===== src/rtl/imem_loadable.sv =====
// Runtime-loadable instruction memory: clears itself to FILL after reset, accepts a
// program over a valid/ready loader port, then serves registered fetches with stall.
module imem_loadable #(
    parameter int            N     = 32,
    parameter int            DEPTH = 128,
    localparam int           AW    = $clog2(DEPTH),
    parameter logic [N-1:0]  FILL  = '0
) (
    input  logic          clk,
    input  logic          reset,
    input  logic          ld_valid,
    input  logic [N-1:0]  ld_data,
    input  logic          ld_last,
    output logic          ld_ready,
    input  logic          rd_en,
    input  logic [AW-1:0] addr,
    output logic [N-1:0]  q,
    output logic          q_valid,
    output logic          busy,
    output logic [AW:0]   load_count
);

    typedef enum logic [1:0] {
        ST_CLEAR = 2'd0,
        ST_LOAD  = 2'd1,
        ST_RUN   = 2'd2
    } state_t;

    state_t        state_reg;
    state_t        state_next;
    logic [AW-1:0] clr_ptr_reg;
    logic [AW:0]   wr_ptr_reg;
    logic [N-1:0]  q_reg;
    logic          q_valid_reg;

    logic [N-1:0]  mem [DEPTH];

    logic          accept;
    logic          clr_done;
    logic          wr_at_end;
    logic          mem_we;
    logic [AW-1:0] mem_waddr;
    logic [N-1:0]  mem_wdata;
    logic          rd_fire;

    assign accept    = (state_reg == ST_LOAD) && ld_valid;
    assign clr_done  = (clr_ptr_reg == AW'(DEPTH - 1));
    assign wr_at_end = (wr_ptr_reg[AW-1:0] == AW'(DEPTH - 1));

    // State register
    always_ff @(posedge clk) begin
        if (reset) begin
            state_reg <= ST_CLEAR;
        end else begin
            state_reg <= state_next;
        end
    end

    // Next-state logic
    always_comb begin
        state_next = state_reg;
        case (state_reg)
            ST_CLEAR: if (clr_done) state_next = ST_LOAD;
            ST_LOAD:  if (accept && (ld_last || wr_at_end)) state_next = ST_RUN;
            ST_RUN:   state_next = ST_RUN;
            default:  state_next = ST_CLEAR;
        endcase
    end

    // Output / datapath control
    always_comb begin
        ld_ready  = 1'b0;
        busy      = 1'b1;
        mem_we    = 1'b0;
        mem_waddr = clr_ptr_reg;
        mem_wdata = FILL;
        rd_fire   = 1'b0;
        case (state_reg)
            ST_CLEAR: begin
                mem_we = ~reset;
            end
            ST_LOAD: begin
                ld_ready  = 1'b1;
                mem_we    = accept && ~reset;
                mem_waddr = wr_ptr_reg[AW-1:0];
                mem_wdata = ld_data;
            end
            ST_RUN: begin
                busy    = 1'b0;
                rd_fire = rd_en;
            end
            default: begin
                mem_we = 1'b0;
            end
        endcase
    end

    always_ff @(posedge clk) begin
        if (reset) begin
            clr_ptr_reg <= '0;
            wr_ptr_reg  <= '0;
        end else begin
            if (state_reg == ST_CLEAR) begin
                clr_ptr_reg <= clr_ptr_reg + AW'(1);
            end
            if (accept) begin
                wr_ptr_reg <= wr_ptr_reg + (AW+1)'(1);
            end
        end
    end

    // Single write port shared by the clear sweep and the loader
    always_ff @(posedge clk) begin
        if (mem_we) begin
            mem[mem_waddr] <= mem_wdata;
        end
    end

    // Synchronous read port; holds its value while stalled
    always_ff @(posedge clk) begin
        if (reset) begin
            q_reg       <= FILL;
            q_valid_reg <= 1'b0;
        end else if (rd_fire) begin
            q_reg       <= mem[addr];
            q_valid_reg <= 1'b1;
        end
    end

    assign q          = q_reg;
    assign q_valid    = q_valid_reg;
    assign load_count = wr_ptr_reg;

endmodule

===== config.mk =====
export PLATFORM = sky130hd
export DESIGN_NAME = imem_loadable
export DESIGN_NICKNAME = d
export VERILOG_FILES = /design/src/rtl/imem_loadable.sv
export SDC_FILE = /design/constraint.sdc
export NUM_CORES = 2
export LEC_CHECK = 0
export CAP_MARGIN = 20
export CELL_PAD_IN_SITES_DETAIL_PLACEMENT = 0
export CELL_PAD_IN_SITES_GLOBAL_PLACEMENT = 1
export CORE_MARGIN = 2
export CORE_UTILIZATION = 51
export CTS_CLUSTER_DIAMETER = 40
export DETAILED_ROUTE_END_ITERATION = 8
export GPL_TIMING_DRIVEN = 1
export PLACE_DENSITY_LB_ADDON = 0.1
export RECOVER_POWER = 100
export SETUP_SLACK_MARGIN = 0.5
export SLEW_MARGIN = 20
export SYNTH_ARGS = -nofsm -noshare
export SYNTH_HDL_FRONTEND = slang
export SYNTH_SLANG_ARGS = --single-unit

===== constraint.sdc =====
create_clock -name clk -period 3.4 [get_ports clk]
set_input_delay 0.68 -clock clk [delete_from_list [all_inputs] [get_ports clk]]
set_output_delay 0.68 -clock clk [all_outputs]
set_load 0.01 [all_outputs]

## Word-level counts from Yosys, hierarchy flattened

Memory sizes are Yosys's and may differ from the RTL's. A register that Yosys moved wholly into a read port is not among the register bits.
Cells that the tools add are included.

- Flip-flop bits (word level): 18
- Bits in writable memories: 4096
- Bits of input ports: 44
- Output and inout port bits: 43
- Word-level logic and storage cells: 31
- Memories: 1

- Add/subtract/negate cells: 2
- Equal/unequal tests: 6
- Mux-type cells: 11
- Bitwise operators: 1
- Reductions and logical operators: 6

Memories:

| name | depth | width | read ports | clocked after Yosys merged registers in | wr ports | line | RTL |
|---|---|---|---|---|---|---|---|
| mem | 128 | 32 | 1 | 1 | 1 | 36 | `logic [N-1:0] mem [DEPTH];` |

Operators by type and width:

| operator | number |
|---|---|
| 32-bit two-way mux | 1 |
| 7-bit equality test, second input constant | 2 |
| 8-bit by 1-bit adder with 8-bit output, second input constant | 1 |
| 7-bit by 1-bit adder with 7-bit output, second input constant | 1 |
| 7-bit two-way mux | 1 |
| 2-bit case mux with 3 select lines | 1 |
| 1-bit two-way mux | 5 |
| 2-bit two-way mux | 2 |
| 1-bit logical AND | 3 |
| 2-bit by 1-bit equality test with 1-bit output, second input constant | 1 |
| 2-bit equality test, second input constant | 1 |
| 2-bit zero test | 1 |
| 2-bit by 1-bit inequality test with 1-bit output, second input constant | 1 |
| 2-bit inequality test, second input constant | 1 |
| 1-bit case mux with 2 select lines | 1 |
| 2-bit AND reduction | 1 |
| 1-bit logical OR | 1 |
| 1-bit NOT | 1 |

## Logic depth before layout (Yosys ltp)

- Depth in word-level cells: 6
- Mapped depth: 12
- Gate-level depth less buffers: 8

## Worst setup path before layout

Ideal clock, no wire load.

- Path kind: register -> register
- From: register state_reg[1]
- To: memory mem[72][0], enable pin
- Library setup time: 0.421 ns
- Arrival time: 3.408 ns
- Data required time: 2.979 ns
- Setup slack: -0.429 ns
- Cell stages (with the launch flop): 10
- Buffers on the path: 2
- Clock period less this slack: 3.829 ns
- Cell sequence: dfxtp_1 > inv_1 > ha_1 > clkbuf_1 > mux2_2 > o22ai_1 > nor2b_1 > nand2_1 > clkbuf_1 > nor2_1

- Longest elaborated chain between the ends: 6
- Elaborated cells on any way between the ends: 8
- Classes of those cells: eq/ne (1); mux (4); reduce/logical (3)

Ends and longest elaborated chain:

| element | line | RTL |
|---|---|---|
| start, declared | 29 | `state_t state_reg;` |
| start signal, assigned | 55 | `state_reg <= state_next;` |
| 2-bit by 1-bit equality test with 1-bit output | 46, 78 |  |
| 1-bit logical AND | 46 | `assign accept = (state_reg == ST_LOAD) && ld_valid;` |
| 1-bit logical AND | 84 | `mem_we = accept && ~reset;` |
| 1-bit case mux with 2 select lines | 78 | `case (state_reg)` |
| 1-bit two-way mux | 114 | `if (mem_we) begin` |
| 1-bit two-way mux (implied by the code) | 115 | `mem[mem_waddr] <= mem_wdata;` |
| end, declared | 36 |  |

Parallel ways exist; a longest one is shown, timed or not.

==> results.py <==
metrics = {
    "floorplanning": {
        "start_util_pct": 51.2,
        "ios": 87,
        "std_cell_rows": 205,
        "die_area_sq_mm": 0.317,
        "die_w_microns": 563,
        "die_y_microns": 563,
        "core_sq_mm": 0.311,
    },
    "synth": {
        "synth_edf_count": 4096,
        "yosysTopAreaCell": "edfxtp_1",
        "synthDistinctLibCells": 62,
        "ys_seq_area_share_pct": 77.8,
        "synth_top_area_share_pct": 77.2,
        "synth_flop_cell": "edfxtp_1",
        "ys_async_sr_fraction_pct": 0,
        "netlist_area_sq_mm": 0.159,
        "syn_avg_cell_area_sq_um": 21.5,
        "netlist_instances": 7409,
        "ys_ff_latch": 4146,
        "synth_commonest_cells": "edfxtp_1, mux4_2, mux2i_1",
        "yosysMostFrequentCell": "edfxtp_1",
        "synthTopCellsByArea": "edfxtp_1, mux4_2, mux2i_1",
        "yosys_warnings": 0,
        "syn-num-nets": 7460,
    },
    "sta": {
        "rsz0062_at_grt": "false",
        "skew_ps": 36.7,
        "relSlewSlack_pct": 4.18,
        "worst_pin_slew_ps": 1440,
        "fin_crit_ps": 3080,
        "slew_viol_final": 0,
        "fin_ws_ps": 324,
        "setup_viol": 0,
        "finalHoldViolCount": 0,
        "fmax_mhz": 325,
        "period_share_pct": 90.5,
    },
    "critical_path": {
        "r2r_slack_ps": 330,
        "critPathMaxFanout": 15,
        "arrival_ps": 3950,
        "critical_path_class": "in2reg",
        "startpoint": "addr[2]",
        "cp-start-kind": "input pin",
        "r2r_cells": 11,
        "r2r_end": "mem[32][14]",
        "cp_data_required_time_ps": 4280,
        "rr_startpoint": "state_reg[1]",
        "end_kind": "flop",
    },
    "final_layout": {
        "layout-drive-gt1-share_pct": 29.9,
        "final_cell_count_no_fill": 13100,
        "finalNetCount": 8524,
        "multiInputGateArea_sq_mm": 0.0332,
        "area_delta_synth_final_pct": 20.4,
        "fillers": 21800,
        "postLayoutCellArea_sq_mm": 0.192,
        "largest_reg_flops": 4096,
        "seqCellArea_sq_mm": 0.124,
    },
    "pwr": {
        "pwr-share-seq_pct": 47.0,
        "p_sw_mw": 25.0,
        "pwr_density_cell_mw_per_mm2": 616,
        "p_int_mw": 93.3,
        "combPwrFrac_pct": 3.3,
        "vdd_drop_max_uv": 553,
        "switching_share_pct": 21.2,
        "power.leakage_nw": 71.4,
        "clockPowerShare_pct": 49.7,
        "power_mw": 118,
    },
    "run": {
        "drv_cap": 0,
    },
    "clock_tree": {
        "hold_buffers": 0,
        "cts_max_path_buffers": 4,
        "root_buffer": "clkbuf_16",
        "clkTransAtPathRegs_ps": 60,
        "cts_tree": "yes",
        "numCtsBuffers": 555,
        "clock_sinks": 4146,
        "cts_max_level": 6,
        "clkLatencyLatePin_ps": 1010,
    },
    "placed_design": {
        "io_buffers": 86,
        "dpl_cell_area_sq_mm": 0.174,
        "dp_cells": 12100,
        "place_congestion": 0.863,
        "dp_hpwl_microns": 286000,
        "pre_cts_ws_ps": -786,
    },
    "global_routing": {
        "grt_pass1_wl_microns": 646000,
        "track_usage_pct": 29.3,
        "grt.overflow.total": 0,
        "grt_pass1_vias": 83600,
        "antenna_found_initial": 26,
        "grt_start_max_net_pins": 129,
    },
    "routing": {
        "drt_first_pass_iters": 5,
        "wl_per_cell_microns": 35.5,
        "postRouteAntennaNets": 0,
        "drt_iter0_markers": 9385,
        "avgViaCountPerCell": 6.31,
        "via_count": 82600,
        "post-route-drc-count": 0,
        "wl_microns": 464000,
    },
    "min_path": {
        "worstHoldEndpoint": "clr_ptr_reg[4]",
        "min_from": "reset",
        "hold_depth": 2,
        "hold_class": "in2reg",
    },
    "status": {
        "outcome": "finished, final reports clean",
    },
}
[power groups by stage]
stage	sequential (mW)	clock, mW	combinational [mW]
6_report	55.6	58.8	3.89
5_1_grt	55.6	61.6	4.03
4_1_cts	55.6	59.5	3.94
3_5_place_dp	56.6	0	3.93
3_3_place_gp	56.6	0	3.91
2_1_floorplan	56.7	0	2.10
[critical path: stages]
cell	delay (ps)
buf_8	260
buf_12	220
or2_1	1030
nor2_1	140
nor4_1	280
a211oi_2	170
buf_4	190
o221ai_2	480
clkbuf_1	270
nand4_1	120
[worst max-delay path by stage]
stage | end
finish | q[4]
global route | mem[5][17]
CTS | ld_ready
detailed placement | q[4]
global placement | q[4]
floorplan | mem[0][11]
[final cells by class]
class                           instances  share of cell area [%]
Multi-Input combinational cell       2831                    17.3
Clock buffer                          634                    7.53
Inverter                               11                  0.0215
Antenna cell                           26                  0.0339
Tap cell                             4140                    2.70
Sequential cell                      4146                    64.6
Clock inverter                        372                    2.32
Timing Repair Buffer                  928                    5.49
[layer usage]
metal	GRT usage (%)	up-vias	part of all wire [%]	wire length [microns]
li1	-	33600	-	-
met2	47.7	3565	49	226000
met1	39.9	44700	39	183000
met3	4.76	773	7.3	33800
met4	11.9	2	4.7	21900
met5	0	-	0.0028	13
[timing repair]
action / 4_1_cts / 5_1_grt
endpoints found under the setup margin: 25 / 267
gates resized for setup: 23 / 5
cloned: 0 / 0
buffers inserted: 1 / 3
pin swaps: 0 / 3
[logic make-up (layout without fill, tap and decap cells)]
group	after synthesis	after routing	share of synthesized area (%)
xor gates and xnor gates	12	12	0.0659
DFF	4146	4146	77.8
AOI/OAI and AO/OA	705	705	3.16
muxes	1398	1398	15.2
and+or+nand+nor	709	709	2.13
other	0	26	0
buffers and inverters	432	1945	1.61
adders and majority gates	7	7	0.0549
[through the flow]
stage / setup TNS (ps) / utilization, % / hold slack, ps
6_report: 0 / 61.7 / 144
5_1_grt: 0 / 61.7 / 105
4_1_cts: 0 / 62.1 / 82.1
3_5_place_dp: -6110 / 56.0 / 500
3_3_place_gp: -6820 / 56.0 / 491
2_1_floorplan: -380600 / - / 487
[layout by cell type, fill, tap and decap left out, drive strengths merged, types with 32 or more instances in the layout]
cell,instances
mux2i,534
nand3,92
clkbuf,709
a22oi,205
nor2,245
a211oi,45
buf,774
a221oi,47
a21oi,70
o21ai,69
o221ai,32
clkinv,191
nor2b,46
edfxtp,4096
clkinvlp,50
o22ai,107
dfxtp,50
and2,43
nand2,138
clkdlybuf4s50,41
nor4,32
bufinv,68
mux4,812
mux2,52
inv,74
Power figures use the tool's default switching activity.
